==> src/rtl/tone_pkg.sv <==
// Shared constants for the tone generator: note half-periods, octave codes
// and FSM state encoding.
package tone_pkg;

  localparam int CNT_W      = 18;
  localparam int REF_CLK_HZ = 50_000_000;

  localparam logic [1:0] OCT_BASE  = 2'd0;
  localparam logic [1:0] OCT_UP1   = 2'd1;
  localparam logic [1:0] OCT_UP2   = 2'd2;
  localparam logic [1:0] OCT_DOWN1 = 2'd3;

  typedef enum logic [1:0] {
    ST_IDLE    = 2'd0,
    ST_PLAY    = 2'd1,
    ST_RELEASE = 2'd2
  } state_t;

  // Half-periods in REF_CLK_HZ cycles for C4..B4; key 0 is silence.
  function automatic int unsigned base_half(input logic [2:0] key);
    case (key)
      3'd1:    base_half = 95556;
      3'd2:    base_half = 85131;
      3'd3:    base_half = 75843;
      3'd4:    base_half = 71586;
      3'd5:    base_half = 63776;
      3'd6:    base_half = 56818;
      3'd7:    base_half = 50619;
      default: base_half = 0;
    endcase
  endfunction

endpackage

==> src/rtl/tone_period_rom.sv <==
// Combinational key + octave to half-period lookup, with the base table
// rescaled at elaboration time to the actual clock frequency.
module tone_period_rom #(
  parameter int CLK_FREQ_HZ = 50000000,
  parameter int CNT_W       = 18
) (
  input  logic [2:0]       key_id,
  input  logic [1:0]       octave,
  output logic [CNT_W-1:0] half_period
);
  import tone_pkg::*;

  logic [CNT_W-1:0] base_tab [8];
  logic [CNT_W-1:0] base_sel;

  for (genvar gi = 0; gi < 8; gi++) begin : g_tab
    localparam longint unsigned SCALED =
      (longint'(base_half(3'(gi))) * longint'(CLK_FREQ_HZ)) / longint'(REF_CLK_HZ);
    assign base_tab[gi] = CNT_W'(SCALED);
  end

  always_comb begin
    base_sel = base_tab[key_id];
    case (octave)
      OCT_UP1:   half_period = base_sel >> 1;
      OCT_UP2:   half_period = base_sel >> 2;
      OCT_DOWN1: half_period = base_sel << 1;
      default:   half_period = base_sel;
    endcase
  end

endmodule

==> src/rtl/tone_generator.sv <==
// Key-driven square-wave buzzer: IDLE/PLAY/RELEASE FSM with a half-period
// counter and pitch changes deferred to the next toggle edge.
module tone_generator #(
  parameter int CLK_FREQ_HZ = 50000000,
  parameter int CNT_W       = 18
) (
  input  logic       clk,
  input  logic       rst_n,
  input  logic [2:0] active_key_id,
  input  logic       key_is_pressed,
  input  logic [1:0] octave_sel,
  output logic       buzzer_out,
  output logic       note_playing,
  output logic [2:0] current_key_id
);
  import tone_pkg::*;

  state_t           state_reg, state_next;
  logic [2:0]       key_reg;
  logic             pressed_reg;
  logic [1:0]       oct_reg;
  logic [CNT_W-1:0] counter_reg, counter_next;
  logic [CNT_W-1:0] period_reg, period_next;
  logic             buzzer_reg, buzzer_next;
  logic             note_playing_reg;
  logic [2:0]       cur_key_reg, cur_key_next;
  logic [1:0]       cur_oct_reg, cur_oct_next;
  logic             pending_reg, pending_next;
  logic [2:0]       pending_key_reg, pending_key_next;
  logic [1:0]       pending_oct_reg, pending_oct_next;

  logic             valid;
  logic             terminal;
  logic [2:0]       rom_key;
  logic [1:0]       rom_oct;
  logic [CNT_W-1:0] rom_period;

  assign valid    = pressed_reg && (key_reg != 3'd0);
  assign terminal = (counter_reg == period_reg - CNT_W'(1));
  // A fresh press looks up the sampled key; otherwise only the pending pitch matters.
  assign rom_key  = (state_reg == ST_IDLE) ? key_reg : pending_key_reg;
  assign rom_oct  = (state_reg == ST_IDLE) ? oct_reg : pending_oct_reg;

  tone_period_rom #(
    .CLK_FREQ_HZ(CLK_FREQ_HZ),
    .CNT_W      (CNT_W)
  ) u_rom (
    .key_id     (rom_key),
    .octave     (rom_oct),
    .half_period(rom_period)
  );

  always_ff @(posedge clk or negedge rst_n) begin
    if (!rst_n) begin
      state_reg        <= ST_IDLE;
      key_reg          <= 3'd0;
      pressed_reg      <= 1'b0;
      oct_reg          <= 2'd0;
      counter_reg      <= '0;
      period_reg       <= '0;
      buzzer_reg       <= 1'b0;
      note_playing_reg <= 1'b0;
      cur_key_reg      <= 3'd0;
      cur_oct_reg      <= 2'd0;
      pending_reg      <= 1'b0;
      pending_key_reg  <= 3'd0;
      pending_oct_reg  <= 2'd0;
    end else begin
      state_reg        <= state_next;
      key_reg          <= active_key_id;
      pressed_reg      <= key_is_pressed;
      oct_reg          <= octave_sel;
      counter_reg      <= counter_next;
      period_reg       <= period_next;
      buzzer_reg       <= buzzer_next;
      note_playing_reg <= (state_next != ST_IDLE);
      cur_key_reg      <= cur_key_next;
      cur_oct_reg      <= cur_oct_next;
      pending_reg      <= pending_next;
      pending_key_reg  <= pending_key_next;
      pending_oct_reg  <= pending_oct_next;
    end
  end

  // Terminal count is resolved before release: a toggle that lands low ends the note.
  always_comb begin
    state_next = state_reg;
    case (state_reg)
      ST_IDLE: if (valid) state_next = ST_PLAY;
      ST_PLAY, ST_RELEASE: begin
        if (valid)                       state_next = ST_PLAY;
        else if (terminal && buzzer_reg) state_next = ST_IDLE;
        else                             state_next = ST_RELEASE;
      end
      default: state_next = ST_IDLE;
    endcase
  end

  always_comb begin
    counter_next     = counter_reg;
    period_next      = period_reg;
    buzzer_next      = buzzer_reg;
    cur_key_next     = cur_key_reg;
    cur_oct_next     = cur_oct_reg;
    pending_next     = pending_reg;
    pending_key_next = pending_key_reg;
    pending_oct_next = pending_oct_reg;
    if (state_reg == ST_IDLE) begin
      counter_next = '0;
      buzzer_next  = 1'b0;
      pending_next = 1'b0;
      if (valid) begin
        period_next      = rom_period;
        cur_key_next     = key_reg;
        cur_oct_next     = oct_reg;
        buzzer_next      = 1'b1;
        pending_key_next = key_reg;
        pending_oct_next = oct_reg;
      end
    end else begin
      counter_next = terminal ? '0 : counter_reg + CNT_W'(1);
      if (terminal) begin
        buzzer_next = ~buzzer_reg;
        if (state_reg == ST_PLAY && pending_reg) begin
          period_next  = rom_period;
          cur_key_next = pending_key_reg;
          cur_oct_next = pending_oct_reg;
        end
      end
      // Pending always tracks the latest sample; it is live only if it differs.
      if (valid) begin
        pending_key_next = key_reg;
        pending_oct_next = oct_reg;
        pending_next     = (key_reg != cur_key_next) || (oct_reg != cur_oct_next);
      end else begin
        pending_next = 1'b0;
      end
      if (state_next == ST_IDLE) begin
        cur_key_next = 3'd0;
        counter_next = '0;
      end
    end
  end

  assign buzzer_out     = buzzer_reg;
  assign note_playing   = note_playing_reg;
  assign current_key_id = cur_key_reg;

endmodule

==> config.mk <==
export PLATFORM = sky130hd
export DESIGN_NAME = tone_generator
export DESIGN_NICKNAME = d
export VERILOG_FILES = /design/src/rtl/tone_pkg.sv /design/src/rtl/tone_period_rom.sv /design/src/rtl/tone_generator.sv
export SDC_FILE = /design/constraint.sdc
export NUM_CORES = 1
export LEC_CHECK = 0
export ABC_AREA = 1
export BUFFER_PORTS_ARGS = -buffer_cell sky130_fd_sc_hd__buf_2
export CAP_MARGIN = 20
export CORE_MARGIN = 2
export CORE_UTILIZATION = 40
export CTS_CLUSTER_SIZE = 28
export DETAILED_ROUTE_END_ITERATION = 8
export SLEW_MARGIN = 20
export SYNTH_ARGS = -nofsm -noshare
export SYNTH_HDL_FRONTEND = slang
export SYNTH_SLANG_ARGS = --single-unit
==> constraint.sdc <==
create_clock -name clk -period 2.8 [get_ports clk]
set_input_delay 0.28 -clock clk [delete_from_list [all_inputs] [get_ports clk]]
set_output_delay 0.28 -clock clk [all_outputs]
set_load 0.01 [all_outputs]
-- Yosys cells after proc, flatten, opt, wreduce, memory -nomap -nowiden
Memories as Yosys holds them, arrays and structs flattened.
Cells that the tools add are included.
- register bits after elaboration: 57
- memories kept: 1
- output and inout port bits: 5
- bits of input ports: 8
- word-level logic and storage cells: 72
- bits in read-only memories: 144
- bits in latches: 0
- RAM bits: 0
- memories (memory ; words ; bits a word ; read ports ; clocked after memory_dff ; wr ports ; line ; RTL):
    (name not given) ; 8 ; 18 ; 1 ; 0 ; 0 ; tone_period_rom.sv:23 ; base_sel = base_tab[key_id];
- muxes and demuxes: 32
- equality and inequality tests: 9
- $lt $le $gt $ge: 1
- reductions and logical operators: 12
- div/mod/pow operators: 0
- shifts and indexed selects: 0
- $mul: 0
- bitwise gates (word level): 2
- $add $sub $neg: 2
- operators with widths (cell ; count):
    $mux 18 ; 9
    $pmux 18 s3 ; 1
    $mux 3 ; 7
    $add 18x1->18 const B ; 1
    $eq 18x18->1 ; 1
    $mux 2 ; 9
    $sub 18x1->18 const B ; 1
    $eq 2x2->1 const B ; 3
    $reduce_bool 2->1 ; 3
    $mux 1 ; 5
    $eq 2x1->1 const B ; 2
    $ge 4x4->1 const B ; 1
    $logic_not 2->1 ; 2
    $not 3->4 ; 1
    $pmux 2 s2 ; 1
    $logic_and 1x1->1 ; 3
    $ne 3x3->1 ; 1
    $reduce_and 3->1 ; 1
    $reduce_bool 3->1 ; 1
    $ne 2x2->1 ; 1
    $ne 2x2->1 const B ; 1
    $reduce_or 2->1 ; 1
    $logic_or 1x1->1 ; 1
    $not 1->1 ; 1

-- Longest topological paths before layout
- depth after elaboration: 10
- mapped depth: 19

-- Cells and area by module
Synthesis repeated with hierarchy kept, for this count alone.
- cells, all modules: 649
- area total of the unflattened synthesis: 4377.9 µm²
- modules (own cells, without submodules) (module ; instances ; area each (µm²) ; seq. area each (µm²) ; cells an instance):
    tone_generator ; 1 ; 3679.8 ; 1426.4 ; 512
    tone_period_rom ; 1 ; 698.2 ; 0.0 ; 137

-- Least setup slack after synthesis
OpenSTA, ideal clock, no wires.
- path kind: reg2reg
- start point: reg state_reg[0]
- end point: reg period_reg[8]
- library setup time: 128 ps
- period minus slack after synthesis: 2472 ps
- arrival time: 2344 ps
- setup slack: 328 ps
- data required time: 2672 ps
- cell stages (with the launch flop): 13
- cells stage by stage: dfrtp_1 inv_1 ha_1 inv_1 clkbuf_1 a21oi_1 inv_1 ha_1 inv_1 o21ai_0 o22ai_1 a221oi_1 o21ai_2
- longest elaborated chain between the ends: 10
- ends and longest elaborated chain (element ; line ; RTL):
    from (decl) ; tone_generator.sv:18 ; state_t state_reg, state_next;
    from (signal assigned) ; tone_generator.sv:69 ; state_reg <= state_next;
    $logic_not 2->1 ; tone_generator.sv:41, tone_generator.sv:42, tone_generator.sv:108 ;
    $mux 3 ; tone_generator.sv:41 ; assign rom_key = (state_reg == ST_IDLE) ? key_reg : pending_key_reg;
    $not 3->4 (not written as such) ; tone_period_rom.sv:23 ;
    $mem_v2 8x18 ; - ;
    $mux 18 (not written as such) (2 in a row) ; tone_period_rom.sv:23 ;
    $pmux 18 s3 ; tone_period_rom.sv:24 ; case (octave)
    $mux 18 ; tone_generator.sv:124 ; if (state_reg == ST_PLAY && pending_reg) begin
    $mux 18 ; tone_generator.sv:122 ; if (terminal) begin
    $mux 18 ; tone_generator.sv:108 ; if (state_reg == ST_IDLE) begin
    to (signal assigned) ; tone_generator.sv:74 ; period_reg <= period_next;
    to (decl) ; tone_generator.sv:23 ; logic [CNT_W-1:0] period_reg, period_next;
Several ways; a longest one is shown, not always the timed one. The select of a mux whose other input is x is not followed.
A chain may end at the register's enable or synchronous reset.

-- Worst setup path after layout
- start point: reg period_reg[0]
- end point: reg period_reg[9]
- longest elaborated chain between the ends: 4
- ends and longest elaborated chain (element ; line ; RTL):
    $sub 18x1->18 ; tone_generator.sv:39 ; assign terminal = (counter_reg == period_reg - CNT_W'(1));
    $eq 18x18->1 ; tone_generator.sv:39 ;
    $reduce_bool 2->1 (no source line) ; - ;
    $reduce_and 3->1 (no source line) ; - ;
Every way passes these cells.

==> flow_metrics.env <==
export IMPL_status="finished, final reports clean"
export IMPL_n_fill_cell=1071
export IMPL_combPwrFrac=0.609
export IMPL_track_usage=0.187
export IMPL_finalHoldViolCount=0
export IMPL_regArea_sq_um=1430
export IMPL_die_area_sq_um=11200
export IMPL_synth_edf_count=0
export IMPL_min_period_ns=2.61
export IMPL_grt_max_degree=30
export IMPL_setup_tns_ns=0
export IMPL_cp_depth=14
export IMPL_clk_pin_slew_ns=0.07
export IMPL_syn_area_sq_um=4150
export IMPL_io_pins=13
export IMPL_yosys_most_used_dff="dfrtp_1"
export IMPL_final_cells=753
export IMPL_drt_iter0_markers=186
export IMPL_p_sw_frac=0.500
export IMPL_cts_root_buffer="clkbuf_8"
export IMPL_peakVddDrop_mv=0.371
export IMPL_relSlewSlack=0.538
export IMPL_clkPwrFrac=0.170
export IMPL_setup_viol=0
export IMPL_floorplan_initialDensity=0.407
export IMPL_post_route_period_util=0.933
export IMPL_max_freq_ghz=0.383
export IMPL_busiest_layer="met2"
export IMPL_die_h_um=106
export IMPL_grtUsageMet3=0.0427
export IMPL_h_tree_depth=3
export IMPL_synth_nets=602
export IMPL_met2_usage=0.306
export IMPL_numCtsBuffers=9
export IMPL_cts_tree="built"
export IMPL_async_flop_share=1.00
export IMPL_r2r_slack_ns=0.19
export IMPL_multi_input_area_sq_um=2390
export IMPL_met1_usage=0.248
export IMPL_cp_cell_sequence="inv_2 -> ha_2 -> or2_2 -> nand3_1 -> nand2_1 -> inv_1 -> nand4_1 -> nor3_4 -> nand3_4 -> o21ai_4 -> nand2_8 -> clkinv_8 -> o21ai_0 -> o21ai_1"
export IMPL_placed_cells=732
export IMPL_worstReg2RegEnd="period_reg[9]"
export IMPL_timing_worst_setup_path_type="register to register"
export IMPL_vias=3776
export IMPL_antenna_found_initial=0
export IMPL_fin_nets=629
export IMPL_maxSlewViolCount=0
export IMPL_final_util=0.465
export IMPL_hold_ws_ns=0.0385
export IMPL_vias_per_cell=5.01
export IMPL_detail_route_wl_per_cell_um=13.1
export IMPL_crit_buf_inv=3
export IMPL_yosysUniqueCellTypes=41
export IMPL_crit_start="period_reg[0]"
export IMPL_worst_pin_slew_ns=0.692
export IMPL_synth_seq_cells=57
export IMPL_grt_overflow=0
export IMPL_synthCells=585
export IMPL_p_seq_frac=0.220
export IMPL_crit_path_end="period_reg[9]"
export IMPL_drc=0
export IMPL_critPathMaxFanout=13
export IMPL_crit_family="simple AND/OR/NAND/NOR gates"
export IMPL_dp_hpwl_um=7690
export IMPL_yosysWarnings=0
export IMPL_crit_slowest_cell="dfrtp_2"
export IMPL_min_path_type="input pin to register"
export IMPL_io_buffer_count=12
export IMPL_crit_arrival_ns=2.88
export IMPL_insertion_delay_ns=0.34
export IMPL_worstPathRequired_ns=3.07
export IMPL_clock_sinks=57
export IMPL_slowest_delay_ns=0.41
export IMPL_die_w_um=106
export IMPL_synth_avg_cell_area_sq_um=7.09
export IMPL_maxCapViolations=0
export IMPL_finalWirelength_um=9880
export IMPL_end_kind="register"
export IMPL_p_sw_mw=2.88
export IMPL_grt_first_pass_wirelength_um=16900
export IMPL_ys_seq_area_frac=0.344
export IMPL_start_kind="register"
export IMPL_clock_path_buffers=2
export IMPL_p_leak_nw=2.30
export IMPL_power_density_nw_per_um2=1210
export IMPL_drive_gt1_frac=0.149
export IMPL_area_growth_pct=14.3
export IMPL_rr_worst_depth=14
export IMPL_diodes=0
export IMPL_gp_congestion=0.900
export IMPL_drtPass1Iterations=5
export IMPL_num_rows=37
export IMPL_coreArea_sq_um=10200
export IMPL_clock_skew_ns=0.00844
export IMPL_p_int_mw=2.88
export IMPL_antenna_left=0
export IMPL_worstReg2RegStart="period_reg[0]"
export IMPL_fin_total_pwr_mw=5.76
export IMPL_first_global_vias=3652
## power groups by stage
| stage | logic [mW] | registers (mW) | clock network [mW] |
|---|---|---|---|
| floorplan | 2.66 | 1.22 | 0 |
| global placement | 3.28 | 1.27 | 0 |
| detailed placement | 3.31 | 1.28 | 0 |
| CTS | 3.32 | 1.27 | 1.00 |
| global route | 3.96 | 1.30 | 1.05 |
| finish | 3.51 | 1.27 | 0.980 |
## per-layer routing
| layer | wire [um] | vias to the layer above |
|---|---|---|
| li1 | - | 1924 |
| met1 | 4650 | 1758 |
| met2 | 4670 | 81 |
| met3 | 388 | 13 |
| met4 | 176 | 0 |
| met5 | 0 | - |
## layout make-up
| class | count | area share |
|---|---|---|
| clock buffers | 10 | 0.0290 |
| clock inverters | 6 | 0.0243 |
| inverters | 80 | 0.0660 |
| multi-input cells | 436 | 0.504 |
| flip-flops and latches | 57 | 0.301 |
| well taps | 136 | 0.0359 |
| repair buffers | 28 | 0.0393 |
## cell usage in the layout (no fill, tap or decap), types with 7 or more instances in the layout
cell and count:
a21oi_1 17, nand2_2 7, inv_1 77, a22oi_1 7, nand4_1 11, o21ai_2 13, buf_4 14, nand2_1 154
clkbuf_8 10, nand3_1 35, o21ai_0 25, dfrtp_1 56, ha_1 8, nor2_1 76, buf_2 12, xor2_1 21
xnor2_1 12
## Yosys cell counts, types with 2 or more instances
library cell | number | area (sq um)
nand2_1 | 154 | 578
inv_2 | 2 | 7.51
nand3_1 | 35 | 175
a221oi_1 | 4 | 35.0
o21ai_0 | 25 | 125
o22ai_1 | 4 | 25.0
xnor2_1 | 12 | 105
a22oi_1 | 7 | 52.6
nor3_1 | 4 | 20.0
nand3_2 | 3 | 30.0
o2111ai_1 | 2 | 17.5
nand2_4 | 2 | 22.5
inv_1 | 77 | 289
o21ai_1 | 2 | 10.0
nor2_1 | 80 | 300
o211ai_1 | 2 | 15.0
buf_6 | 4 | 45.0
nand3b_1 | 3 | 22.5
ha_1 | 9 | 113
o21ai_2 | 13 | 114
xor2_1 | 22 | 193
nand4_1 | 11 | 68.8
a21oi_1 | 18 | 90.1
nand2_2 | 7 | 43.8
nor2_4 | 5 | 56.3
dfrtp_1 | 57 | 1430
clkbuf_1 | 7 | 26.3
## what timing repair did
item	CTS	global route
hold buffers	1	0
endpoints found under the setup margin	0	37
setup buffers	0	3
hold endpoints to repair	23	0
gates resized for setup	0	16
## metrics by stage
| stage | area [sq um] | worst slack (ns) |
|---|---|---|
| floorplan | 4150 | 0.328 |
| global placement | 4370 | 0.129 |
| detailed placement | 4370 | 0.0406 |
| CTS | 4630 | 0.0286 |
| global route | 4740 | -0.0140 |
| finish | 4740 | 0.188 |
## logic make-up after synthesis
group	after synthesis	synth area share
flip-flops	57	0.344
AO/OA/AOI/OAI	83	0.130
adder cells (fa/ha/maj)	9	0.0271
XOR/XNOR	34	0.0718
AND/OR/NAND/NOR	309	0.330
buffers and inverters	93	0.0968
## worst min path at each step
| stage | start | to | slack [ns] | cells after the start |
|---|---|---|---|---|
| 6_report | key_is_pressed | pressed_reg | 0.04 | 1 |
| 5_1_grt | active_key_id[1] | key_reg[1] | 0.01 | 1 |
| 4_1_cts | key_is_pressed | pressed_reg | 0.02 | 1 |
| 3_5_place_dp | rst_n | counter_reg[2] | 0.36 | 1 |
| 3_3_place_gp | rst_n | counter_reg[2] | 0.35 | 1 |
| 2_1_floorplan | rst_n | buzzer_out | -0.02 | 0 |
(Power assumes the default switching activity.)
